File: src/rtl/matmul_pkg.sv
// Shared types and constants for the matrix-multiplier stream feeder.
package matmul_pkg;

  localparam int N       = 8;
  localparam int W_BEATS = 64;
  localparam int X_BEATS = 8;
  localparam int X_BASE  = 64;
  localparam int SRC_AW  = 8;
  localparam int DST_AW  = 7;
  localparam int VEC_W   = 4;

  typedef enum logic [2:0] {
    IDLE   = 3'd0,
    SEND_W = 3'd1,
    SEND_X = 3'd2,
    RECV_Y = 3'd3,
    DONE   = 3'd4
  } feeder_state_t;

  // One past the last operand address the fetcher may read while serving vector vec.
  function automatic logic [SRC_AW-1:0] x_end_addr(input logic [VEC_W-1:0] vec);
    return SRC_AW'(X_BASE) + {1'b0, vec, 3'b000} + SRC_AW'(X_BEATS);
  endfunction

endpackage

File: src/rtl/matmul_beat_fifo2.sv
// Two-entry FIFO holding operand bytes between the operand RAM and the beat port.
module matmul_beat_fifo2 #(
  parameter int W = 8
) (
  input  logic         clk,
  input  logic         rst_n,
  input  logic         push_i,
  input  logic         pop_i,
  input  logic [W-1:0] data_i,
  output logic [W-1:0] data_o,
  output logic [1:0]   count_o
);

  logic [W-1:0] mem_q [2];
  logic         wr_ptr_q;
  logic         rd_ptr_q;
  logic [1:0]   count_q;

  // Storage, pointers and occupancy.
  always_ff @(posedge clk or negedge rst_n) begin
    if (!rst_n) begin
      mem_q[0] <= '0;
      mem_q[1] <= '0;
      wr_ptr_q <= 1'b0;
      rd_ptr_q <= 1'b0;
      count_q  <= 2'd0;
    end else begin
      if (push_i) begin
        mem_q[wr_ptr_q] <= data_i;
        wr_ptr_q        <= ~wr_ptr_q;
      end
      if (pop_i) begin
        rd_ptr_q <= ~rd_ptr_q;
      end
      case ({push_i, pop_i})
        2'b10:   count_q <= count_q + 2'd1;
        2'b01:   count_q <= count_q - 2'd1;
        default: count_q <= count_q;
      endcase
    end
  end

  assign data_o  = mem_q[rd_ptr_q];
  assign count_o = count_q;

endmodule

File: src/rtl/matmul_stream_feeder.sv
// Feeds W/X operand beats from the operand RAM into the matrix multiplier and
// writes the returned results into the result RAM, one command at a time.
module matmul_stream_feeder #(
  parameter int DATA_W = 8,
  parameter int ACC_W  = 19,
  parameter int N      = 8
) (
  input  logic              clk,
  input  logic              rst_n,
  input  logic              cmd_start,
  output logic              cmd_ready,
  input  logic              cmd_load_w,
  input  logic [3:0]        cmd_nvec,
  output logic              busy,
  output logic              done,
  output logic              err,
  output logic              src_rd_en,
  output logic [7:0]        src_addr,
  input  logic [DATA_W-1:0] src_data,
  output logic [DATA_W-1:0] data_to_mm,
  output logic              input_valid,
  input  logic              input_ready,
  output logic              new_matrix,
  input  logic              output_valid,
  output logic              output_ready,
  input  logic [ACC_W-1:0]  result,
  output logic              dst_wr_en,
  output logic [6:0]        dst_addr,
  output logic [ACC_W-1:0]  dst_data
);
  import matmul_pkg::*;

  localparam logic [5:0] W_LAST = 6'(N * N - 1);
  localparam logic [2:0] X_LAST = 3'(N - 1);

  feeder_state_t state_q, state_d;
  logic [5:0]  beat_q, beat_d;
  logic [2:0]  res_q, res_d;
  logic [3:0]  vec_q, vec_d;
  logic [3:0]  last_vec_q, last_vec_d;
  logic [7:0]  rd_addr_q, rd_addr_d;
  logic        inflight_q;
  logic        err_q, err_d;

  logic              sending_s, fifo_empty_s, valid_s, accept_s;
  logic              push_s, pop_s, rd_en_s, start_s, rx_s;
  logic [1:0]        fifo_count_s, occ_s;
  logic [DATA_W-1:0] fifo_data_s, head_s;

  assign sending_s    = (state_q == SEND_W) || (state_q == SEND_X);
  assign fifo_empty_s = (fifo_count_s == 2'd0);
  // Data arriving from the RAM this cycle counts as the FIFO head when the FIFO is empty.
  assign valid_s      = sending_s && (!fifo_empty_s || inflight_q);
  assign head_s       = fifo_empty_s ? src_data : fifo_data_s;
  assign accept_s     = valid_s && input_ready;
  assign push_s       = inflight_q && !(accept_s && fifo_empty_s);
  assign pop_s        = accept_s && !fifo_empty_s;
  assign occ_s        = fifo_count_s + {1'b0, inflight_q};
  assign rd_en_s      = sending_s && (occ_s < 2'd2) && (rd_addr_q < x_end_addr(vec_q));
  assign start_s      = cmd_start && (state_q == IDLE);
  assign rx_s         = output_valid && (state_q == RECV_Y);

  matmul_beat_fifo2 #(.W(DATA_W)) u_fifo (
    .clk     (clk),
    .rst_n   (rst_n),
    .push_i  (push_s),
    .pop_i   (pop_s),
    .data_i  (src_data),
    .data_o  (fifo_data_s),
    .count_o (fifo_count_s)
  );

  // State, counters, fetch address and sticky error.
  always_ff @(posedge clk or negedge rst_n) begin
    if (!rst_n) begin
      state_q    <= IDLE;
      beat_q     <= 6'd0;
      res_q      <= 3'd0;
      vec_q      <= 4'd0;
      last_vec_q <= 4'd0;
      rd_addr_q  <= 8'd0;
      inflight_q <= 1'b0;
      err_q      <= 1'b0;
    end else begin
      state_q    <= state_d;
      beat_q     <= beat_d;
      res_q      <= res_d;
      vec_q      <= vec_d;
      last_vec_q <= last_vec_d;
      rd_addr_q  <= rd_addr_d;
      inflight_q <= rd_en_s;
      err_q      <= err_d;
    end
  end

  // Next-state and counter updates.
  always_comb begin
    state_d    = state_q;
    beat_d     = beat_q;
    res_d      = res_q;
    vec_d      = vec_q;
    last_vec_d = last_vec_q;
    rd_addr_d  = rd_en_s ? (rd_addr_q + 8'd1) : rd_addr_q;
    case (state_q)
      IDLE: begin
        if (start_s) begin
          state_d    = cmd_load_w ? SEND_W : SEND_X;
          beat_d     = 6'd0;
          res_d      = 3'd0;
          vec_d      = 4'd0;
          last_vec_d = (cmd_nvec == 4'd0) ? 4'd0 : (cmd_nvec - 4'd1);
          rd_addr_d  = cmd_load_w ? 8'd0 : 8'(X_BASE);
        end else begin
          state_d = IDLE;
        end
      end
      SEND_W: begin
        if (accept_s && (beat_q == W_LAST)) begin
          beat_d  = 6'd0;
          state_d = SEND_X;
        end else if (accept_s) begin
          beat_d = beat_q + 6'd1;
        end else begin
          beat_d = beat_q;
        end
      end
      SEND_X: begin
        if (accept_s && (beat_q == {3'b000, X_LAST})) begin
          beat_d  = 6'd0;
          state_d = RECV_Y;
        end else if (accept_s) begin
          beat_d = beat_q + 6'd1;
        end else begin
          beat_d = beat_q;
        end
      end
      RECV_Y: begin
        if (rx_s && (res_q == X_LAST)) begin
          res_d = 3'd0;
          if (vec_q == last_vec_q) begin
            state_d = DONE;
          end else begin
            vec_d   = vec_q + 4'd1;
            state_d = SEND_X;
          end
        end else if (rx_s) begin
          res_d = res_q + 3'd1;
        end else begin
          res_d = res_q;
        end
      end
      DONE:    state_d = IDLE;
      default: state_d = IDLE;
    endcase
  end

  // A stray result sets the error even on the cycle a new command is accepted.
  always_comb begin
    if (output_valid && (state_q != RECV_Y)) begin
      err_d = 1'b1;
    end else if (start_s) begin
      err_d = 1'b0;
    end else begin
      err_d = err_q;
    end
  end

  assign cmd_ready    = (state_q == IDLE);
  assign busy         = (state_q != IDLE);
  assign done         = (state_q == DONE);
  assign err          = err_q;
  assign src_rd_en    = rd_en_s;
  assign src_addr     = rd_addr_q;
  assign input_valid  = valid_s;
  assign data_to_mm   = valid_s ? head_s : '0;
  assign new_matrix   = valid_s && (state_q == SEND_W);
  assign output_ready = (state_q == RECV_Y);
  assign dst_wr_en    = rx_s;
  assign dst_addr     = rx_s ? {vec_q[3:0], res_q} : 7'd0;
  assign dst_data     = rx_s ? result : '0;

endmodule

File: config.mk
export PLATFORM = sky130hd
export DESIGN_NAME = matmul_stream_feeder
export DESIGN_NICKNAME = d
export VERILOG_FILES = /design/src/rtl/matmul_pkg.sv /design/src/rtl/matmul_beat_fifo2.sv /design/src/rtl/matmul_stream_feeder.sv
export SDC_FILE = /design/constraint.sdc
export NUM_CORES = 1
export LEC_CHECK = 0
export ABC_CLOCK_PERIOD_IN_PS = 3150
export BUFFER_PORTS_ARGS = -buffer_cell sky130_fd_sc_hd__buf_2
export CORE_MARGIN = 4
export CORE_UTILIZATION = 51
export DETAILED_ROUTE_END_ITERATION = 8
export PLACE_DENSITY_LB_ADDON = 0.12
export SLEW_MARGIN = 20
export SYNTH_ARGS = -nofsm -noshare
export SYNTH_HDL_FRONTEND = slang
export SYNTH_SLANG_ARGS = --single-unit
File: constraint.sdc
create_clock -name clk -period 3.15 [get_ports clk]
set_clock_uncertainty 0.15 [all_clocks]
set_input_delay 0.63 -clock clk [delete_from_list [all_inputs] [get_ports clk]]
set_output_delay 0.63 -clock clk [all_outputs]
set_load 0.05 [all_outputs]
==> results of run 1 <==
report_power, final:
part / switching, W / internal (W)
clock network: 0.000213 / 0.000238
logic: 0.00123 / 0.000684
registers: 0.000306 / 0.000916
total: 0.00175 / 0.00184
cells in the mapped netlist, types with 3 or more instances:
master	n	area, um^2
a21oi_1	9	45.04
dfrtp_1	50	1251
xnor2_1	9	78.83
mux2_1	4	45.04
mux2_2	13	146.4
o31ai_1	6	45.04
nor3_1	8	40.04
and3_1	31	193.9
buf_2	5	25.02
nand4_1	7	43.79
nand3_1	11	55.05
nand2_1	20	75.07
mux2i_1	13	130.1
nand3b_1	3	22.52
o21ai_0	13	65.06
and2_1	3	18.77
nor4_1	3	18.77
a211oi_1	8	60.06
ha_1	10	125.1
inv_1	10	37.54
nand2b_1	5	31.28
nor2_1	17	63.81
o2111ai_1	5	43.79
o211ai_1	8	60.06
clkbuf_1	14	52.55
cells by family (layout without fill, tap and decap cells):
family          Yosys count  in the layout  synth area share
simple gates            122            122            0.2184
compound gates           67             67            0.1578
flops                    50             50            0.4045
mux                      30             30            0.1040
buf+inv                  30            116           0.03843
xor+xnor                 12             12           0.03641
fa+ha+maj                10             10           0.04045
worst max-delay path, cell delays in order, from the launching register on:
cell and delay [ns]:
dfrtp_1 0.46, ha_1 0.27, xnor2_1 0.15, ha_1 0.32, o211ai_1 0.16, a21oi_2 0.16, nor3_2 0.25, buf_6 0.19
path summary, 6_finish.rpt:
path / endpoint / cells after the start
worst max-delay path: src_rd_en / 7
worst min-delay path: u_fifo.mem_q[6] / 1
worst max register to register: src_addr[6] / 9
worst min register to register: u_fifo.mem_q[15] / 1
max in group asynchronous: vec_q[0] / 2
min in group clk: u_fifo.mem_q[15] / 1
through the flow:
step / hold slack (ns) / area [um^2] / setup slack, ns / total power (W) / cells
after detailed placement: 0.3258 / 3625 / 0.2670 / 0.003095 / 472
final: 0.2037 / 3765 / 0.09645 / 0.003587 / 482
after CTS: 0.2253 / 3745 / 0.02472 / 0.003569 / 481
after global placement: 0.3188 / 3625 / 0.3481 / 0.003044 / 472
after floorplan: 0.1844 / 3109 / -0.02852 / 0.002634 / 321
after global routing: 0.2586 / 3765 / 0.001979 / 0.003860 / 482
registers in the layout (all words and copies together) (netlist names):
| signal | flops |
|---|---|
| state_q | 3 |
| u_fifo.count_o | 2 |
| u_fifo.rd_ptr_q | 1 |
| vec_q | 4 |
| beat_q | 6 |
| last_vec_q | 4 |
| u_fifo.mem_q | 16 |
| res_q | 3 |
| inflight_q | 1 |
| src_addr | 8 |
| u_fifo.wr_ptr_q | 1 |
| err | 1 |
layout make-up:
class	instances	area (um^2)	area share
Multi-Input combinational cell	241	1750	0.4649
Sequential cell	50	1252	0.3327
Timing Repair Buffer	98	524.3	0.1392
Tap cell	75	93.84	0.02493
Clock buffer	7	76.32	0.02027
Inverter	10	37.54	0.009970
Clock inverter	1	30.03	0.007976
repair_timing:
action | in CTS | in global routing
resized for setup | 2 | 4
pin swaps | 1 | 1
setup buffers | 1 | 1
gates cloned | 0 | 0
setup endpoints to repair | 1 | 1
metal layers:
metal,track usage,up-vias
li1,-,1367
met1,0.2829,1352
met2,0.3567,102
met3,0.03554,6
met4,0.06331,0
met5,0,-
==> impl_metrics.tcl, run 1 <==
set metrics [dict create \
    fmax_ghz 0.3275 \
    cts_buffers 5 \
    rsz0062_at_grt "no" \
    hold_class "in -> async" \
    insertion_delay_ns 0.30 \
    cts_tree "built" \
    drt-met1-wl_mm 3.346 \
    grt_pass1_vias 2739 \
    cp_max_fo 7 \
    via_per_inst 5.865 \
    hold_viol 0 \
    p_leak_nw 1.870 \
    ys_warn_count 0 \
    grt_use_total 0.2130 \
    vias 2827 \
    cts_max_level 2 \
    dr.max_layer_used "met4" \
    netlist_instances 321 \
    synth_edf_count 0 \
    drt_wl_total_mm 7.478 \
    syn2layout_area_growth_pct 21.72 \
    antenna_found_initial 0 \
    drv_slew 0 \
    grt.overflow.total 0 \
    arrival_ns 2.27 \
    diodes 0 \
    drive_gt1_frac 0.3268 \
    synth.distinct_cells 51 \
    rrSetupSlack_ns 0.56 \
    tns_ns 0 \
    worstMarginPinSlew_ns 0.7178 \
    async_flop_share 1.000 \
    die_width_um 85.88 \
    die-area_um2 7375 \
    synth_top_flop_cell "dfrtp_1" \
    syn_avg_cell_area_um2 9.635 \
    place.gp.congestion 0.8352 \
    pin_count 88 \
    grt_first_pass_wirelength_mm 12.74 \
    synth-seq-cells 50 \
    core_um2 5886 \
    ant_nets 0 \
    worstSetupPathType "reg -> out" \
    start_kind "register" \
    initial_core_util 0.5255 \
    wl_met2_mm 3.646 \
    post-route-util 0.6397 \
    synth_fp_nets 368 \
    cts_hold_buf 0 \
    setup_viol 0 \
    port_buffers 87 \
    yosysSeqAreaShare 0.4045 \
    syn_area_um2 3093 \
    fillers 507 \
    required_ns 2.37 \
    grt_max_degree 33 \
    peakVddDrop_mv 0.5350 \
    firstDrtPassIters 4 \
    outcome "complete, no violations" \
    finalCriticalPeriod_ns 3.054 \
    die_y_um 85.88 \
    slew_headroom 0.5215 \
    p_per_area_nw_per_um2 952.7 \
    row_count 28 \
    period_share 0.9694 \
    cp-startpoint "vec_q[1]" \
    clk_pin_slew_ns 0.09 \
    crit_path_end_kind "primary output" \
    met3_length_um 413 \
    layout_commonest_cell "buf_2" \
    post-route-drc-count 0 \
    r2r-start "vec_q[1]" \
    drtIter0Drc 111 \
    fin_nets 453 \
    wire_per_inst_um 15.51 \
    final_cell_mix "86 x buf_2, 49 x dfrtp_1, 31 x and3_1" \
    dpl.hpwl_mm 5.398 \
    clock_sinks 50 \
    max-cap-violations 0 \
    clockBufferDepth 2 \
    cts_root_buffer "clkbuf_8" \
]
(Power assumes the default switching activity.)
==> run 2, diff against run 1 <==
--- a/config.mk
+++ b/config.mk
@@ -10,6 +10,7 @@
 export CORE_MARGIN = 4
 export CORE_UTILIZATION = 51
 export DETAILED_ROUTE_END_ITERATION = 8
+export GPL_TIMING_DRIVEN = 0
 export PLACE_DENSITY_LB_ADDON = 0.12
 export SLEW_MARGIN = 20
 export SYNTH_ARGS = -nofsm -noshare
==> impl_metrics.tcl, run 2 (synthesis results as in run 1) <==
set metrics [dict create \
    outcome "complete, no violations" \
    grt_first_pass_wirelength_mm 12.79 \
    peakVddDrop_mv 0.4964 \
    fin_nets 464 \
    clk_pin_slew_ns 0.09 \
    critPathMostFrequentCell "ha_1" \
    arrival_ns 2.30 \
    worstSetupPathType "reg -> out" \
    p_leak_nw 1.867 \
    die-area_um2 7375 \
    grt_pass1_vias 2828 \
    clockBufferDepth 2 \
    r2r-start "vec_q[0]" \
    max_stage_delay_ns 0.47 \
    grt.overflow.total 0 \
    met3_length_um 416 \
    finalCriticalPeriod_ns 3.081 \
    syn2layout_area_growth_pct 21.68 \
    multi_input_area_um2 1754 \
    row_count 28 \
    crit_path_end_kind "primary output" \
    place_inst 483 \
    via_per_inst 5.772 \
    cpMaxStageDelayCell "dfrtp_2" \
    drv_slew 0 \
    required_ns 2.37 \
    r2r_end "src_addr[6]" \
    worstMarginPinSlew_ns 0.6869 \
    max-cap-violations 0 \
    register_area_um2 1252 \
    wire_per_inst_um 15.40 \
    core_um2 5886 \
    crit_family "adder cells" \
    fillers 519 \
    grt_use_total 0.2125 \
    drt_wl_total_mm 7.575 \
    final_cells 492 \
    r2r_cells 7 \
    cp_max_fo 7 \
    port_buffers 87 \
    drive_gt1_frac 0.3237 \
    cts_hold_buf 0 \
    insertion_delay_ns 0.29 \
    fmax_ghz 0.3246 \
    cts_root_buffer "clkbuf_8" \
    rrSetupSlack_ns 0.67 \
    cts_buffers 5 \
    p_per_area_nw_per_um2 928.6 \
    layout_setup_ws_ns 0.06928 \
    cts_max_level 2 \
    hold_ws_ns 0.1917 \
    slew_headroom 0.5421 \
    power.total_w 0.003495 \
    vias 2840 \
    wl_met2_mm 3.741 \
    drtIter0Drc 101 \
    post-route-drc-count 0 \
    antenna_found_initial 0 \
    cts_tree "built" \
    pin_count 88 \
    layout_commonest_cell "buf_2" \
    place.gp.congestion 0.7878 \
    hold_viol 0 \
    clock_sinks 50 \
    diodes 0 \
    initial_core_util 0.5255 \
    period_share 0.9780 \
    drt-met1-wl_mm 3.346 \
    grt_max_degree 51 \
    dp_slack_ns 0.1871 \
    dpl.hpwl_mm 5.699 \
    setup_viol 0 \
    path_buf_inv 1 \
    top_register "u_fifo.mem_q" \
    final_cell_mix "90 x buf_2, 49 x dfrtp_1, 31 x and3_1" \
    hold_class "in -> async" \
    start_kind "register" \
    cp_cell_sequence "ha_1, xnor2_1, ha_1, a21oi_1, a21oi_2, nor3_2, buf_4" \
    ant_nets 0 \
    dr.max_layer_used "met4" \
    firstDrtPassIters 4 \
    die_y_um 85.88 \
    die_width_um 85.88 \
    largest_reg_flops 16 \
]
==> run 2: where the power goes <==
group | switching (W) | internal [W]
clock | 0.000206 | 0.000150
sequential | 0.000268 | 0.000917
combinational | 0.00128 | 0.000677
total | 0.00175 | 0.00174
==> run 2: through the flow <==
stage	utilization	cell area, um^2	TNS [ns]
3_3_place_gp	0.6182	3638	0
2_1_floorplan	-	3109	-0.2282
6_report	0.6395	3764	0
5_1_grt	0.6395	3764	-0.02084
4_1_cts	0.6331	3726	-0.08938
3_5_place_dp	0.6186	3641	0
==> run 2: layer usage <==
metal  track usage  vias up
met3       0.03650        4
met5             0        -
met4       0.04748        0
met2        0.3735       90
met1        0.2732     1361
li1              -     1385
==> run 2: layout make-up <==
| class | instances | area share |
|---|---|---|
| clock buffers | 5 | 0.01828 |
| plain buffers | 18 | 0.02028 |
| flip-flops and latches | 50 | 0.3328 |
| multi-input cells | 241 | 0.4661 |
| inverters | 10 | 0.009973 |
| repair buffers | 91 | 0.1250 |
| well taps | 75 | 0.02493 |
| clock inverters | 2 | 0.002660 |
==> run 2: worst max path at each step <==
stage                    start  depth (start not counted)  slack [ns]             to
global route        state_q[2]                          6       -0.02    dst_data[9]
detailed placement    vec_q[0]                          7        0.19      src_rd_en
CTS                   vec_q[0]                          7       -0.09      src_rd_en
finish                vec_q[0]                          7        0.07      src_rd_en
global placement    state_q[2]                          6        0.20  data_to_mm[1]
floorplan           state_q[0]                          5       -0.03  data_to_mm[0]
==> run 2: timing repair <==
item,in CTS,in global routing
pin swaps,0,1
gates resized for setup,2,8
buffers inserted,0,4
hold endpoints to repair,0,0
endpoints found under the setup margin,9,34
gates cloned,0,0
==> run 2: worst reg2reg max path: stages, from the launching register on <==
cell and delay, ns:
dfrtp_2 0.47, ha_1 0.27, xnor2_1 0.21, ha_1 0.27
a21oi_1 0.20, a21oi_2 0.14, or4_1 0.53, o311a_1 0.14
==> run 3, diff against run 2 <==
--- a/config.mk
+++ b/config.mk
@@ -12,6 +12,7 @@
 export DETAILED_ROUTE_END_ITERATION = 8
 export GPL_TIMING_DRIVEN = 0
 export PLACE_DENSITY_LB_ADDON = 0.12
+export SETUP_SLACK_MARGIN = 0.5
 export SLEW_MARGIN = 20
 export SYNTH_ARGS = -nofsm -noshare
 export SYNTH_HDL_FRONTEND = slang
==> impl_metrics.tcl, run 3 (synthesis results as in run 1) <==
set metrics [dict create \
    outcome "complete, no violations" \
    clockBufferDepth 2 \
    cts_hold_buf 0 \
    required_ns 2.37 \
    row_count 28 \
    p_int_w 0.002034 \
    power.total_w 0.003956 \
    via_per_inst 5.730 \
    start_kind "register" \
    place.gp.congestion 0.7904 \
    fin_area_um2 4227 \
    grt_max_degree 51 \
    cts_tree "built" \
    die_y_um 85.88 \
    rrSetupSlack_ns 0.73 \
    max_stage_delay_ns 0.44 \
    cp_cell_sequence "ha_4, a21oi_2, ha_1, a21oi_4, o21ai_4, nor3_4, buf_6" \
    crit_path_end_kind "primary output" \
    hold_class "in -> async" \
    cts_max_level 2 \
    grt_use_total 0.2138 \
    setup_viol 0 \
    peakVddDrop_mv 0.5205 \
    largest_reg_flops 16 \
    place_inst 483 \
    clock_sinks 50 \
    fmax_ghz 0.3548 \
    pin_count 88 \
    drt_wl_total_mm 7.969 \
    die_width_um 85.88 \
    port_buffers 87 \
    initial_core_util 0.5255 \
    top_register "u_fifo.mem_q" \
    drv_slew 0 \
    cts_buffers 5 \
    grt_pass1_vias 2797 \
    grt_first_pass_wirelength_mm 12.80 \
    slew_headroom 0.5836 \
    p_per_area_nw_per_um2 936.0 \
    post-route-drc-count 0 \
    antenna_found_initial 0 \
    switchingPower_w 0.001922 \
    cpMaxStageDelayCell "dfrtp_2" \
    cp_max_fo 6 \
    final_cell_mix "58 x buf_2, 45 x dfrtp_1, 34 x buf_4" \
    arrival_ns 2.04 \
    drive_gt1_frac 0.4126 \
    cts_root_buffer "clkbuf_8" \
    firstDrtPassIters 4 \
    final_cells 504 \
    layout_commonest_cell "buf_2" \
    switching_share 0.4860 \
    dpl.hpwl_mm 5.531 \
    r2r_cells 9 \
    finalCriticalPeriod_ns 2.819 \
    diodes 0 \
    post-route-util 0.7181 \
    wire_per_inst_um 15.81 \
    fin_nets 476 \
    p_leak_nw 2.002 \
    dpl_cell_area_um2 3654 \
    p_seq_frac 0.292 \
    p_comb_frac 0.614 \
    rsz0062_at_grt "yes" \
    period_share 0.8949 \
    p_clk_frac 0.094 \
    syn2layout_area_growth_pct 36.65 \
    drtIter0Drc 112 \
    worstSetupPathType "reg -> out" \
    hold_viol 0 \
    insertion_delay_ns 0.30 \
    die-area_um2 7375 \
    vias 2888 \
    ant_nets 0 \
    r2r-start "vec_q[0]" \
    worstMarginPinSlew_ns 0.6246 \
    core_um2 5886 \
    max-cap-violations 0 \
    r2r_end "src_addr[6]" \
    grt.overflow.total 0 \
    clk_pin_slew_ns 0.10 \
]
==> run 3: changes by cell type in the layout (fill, tap and decap cells not counted), sizes merged <==
cell | before | now
buf | 97 | 111
clkbuf | 17 | 15
clkinv | 2 | 0
clkinvlp | 0 | 2
==> run 3: cell type report <==
cell class | instances | area, um^2
tap | 75 | 93.84
timing repair buffer | 101 | 705.7
clock inverter | 2 | 15.01
sequential | 50 | 1257
buffer | 20 | 137.6
clock buffer | 5 | 68.82
multi-input combinational | 241 | 1911
inverter | 10 | 37.54
fill | 438 | 1659
==> run 3: critical path, delay by kind of cell, from the launching register on <==
| kind | cells | cell delay [ns] |
|---|---|---|
| adder cells (fa/ha/maj) | 2 | 0.46 |
| flip-flops | 1 | 0.44 |
| AO/OA/AOI/OAI | 3 | 0.44 |
| AND/OR/NAND/NOR | 1 | 0.22 |
| buffers and inverters | 1 | 0.18 |
==> run 3: through the flow <==
step / hold WS [ns] / setup slack (ns) / setup TNS (ns)
detailed placement: 0.3250 / 0.2237 / 0
finish: 0.1724 / 0.3312 / 0
floorplan: 0.1844 / -0.02852 / -0.2282
global placement: 0.3171 / 0.2537 / 0
global route: 0.2282 / 0.2061 / 0
CTS: 0.2153 / 0.2977 / 0
==> run 3: layer usage <==
layer / track usage / wire, um / vias to the layer above
li1: - / - / 1414
met5: 0 / 0 / -
met4: 0.05036 / 33 / 0
met3: 0.03746 / 419 / 2
met1: 0.2721 / 3458 / 1392
met2: 0.3770 / 4058 / 80
==> run 3: worst max-delay path by stage <==
stage / from / to / slack (ns) / cells past startpoint
3_3_place_gp: vec_q[0] / src_rd_en / 0.25 / 7
4_1_cts: vec_q[1] / src_rd_en / 0.30 / 7
5_1_grt: vec_q[0] / src_rd_en / 0.21 / 7
3_5_place_dp: vec_q[0] / src_rd_en / 0.22 / 7
6_report: vec_q[0] / src_rd_en / 0.33 / 7
2_1_floorplan: state_q[0] / data_to_mm[0] / -0.03 / 5
==> run 3: repair_timing <==
item | in CTS | in global routing
pin swaps | 9 | 6
setup endpoints to repair | 40 | 37
gates resized for setup | 59 | 70
buffers inserted | 10 | 4
==> run 3: power by group through the flow <==
stage | Clock [W] | Combinational [W] | Sequential, W
after floorplan | 0 | 0.00138 | 0.00126
after global routing | 0.000405 | 0.00262 | 0.00119
after CTS | 0.000375 | 0.00222 | 0.00114
after global placement | 0 | 0.00188 | 0.00116
after detailed placement | 0 | 0.00193 | 0.00118
final | 0.000370 | 0.00243 | 0.00116
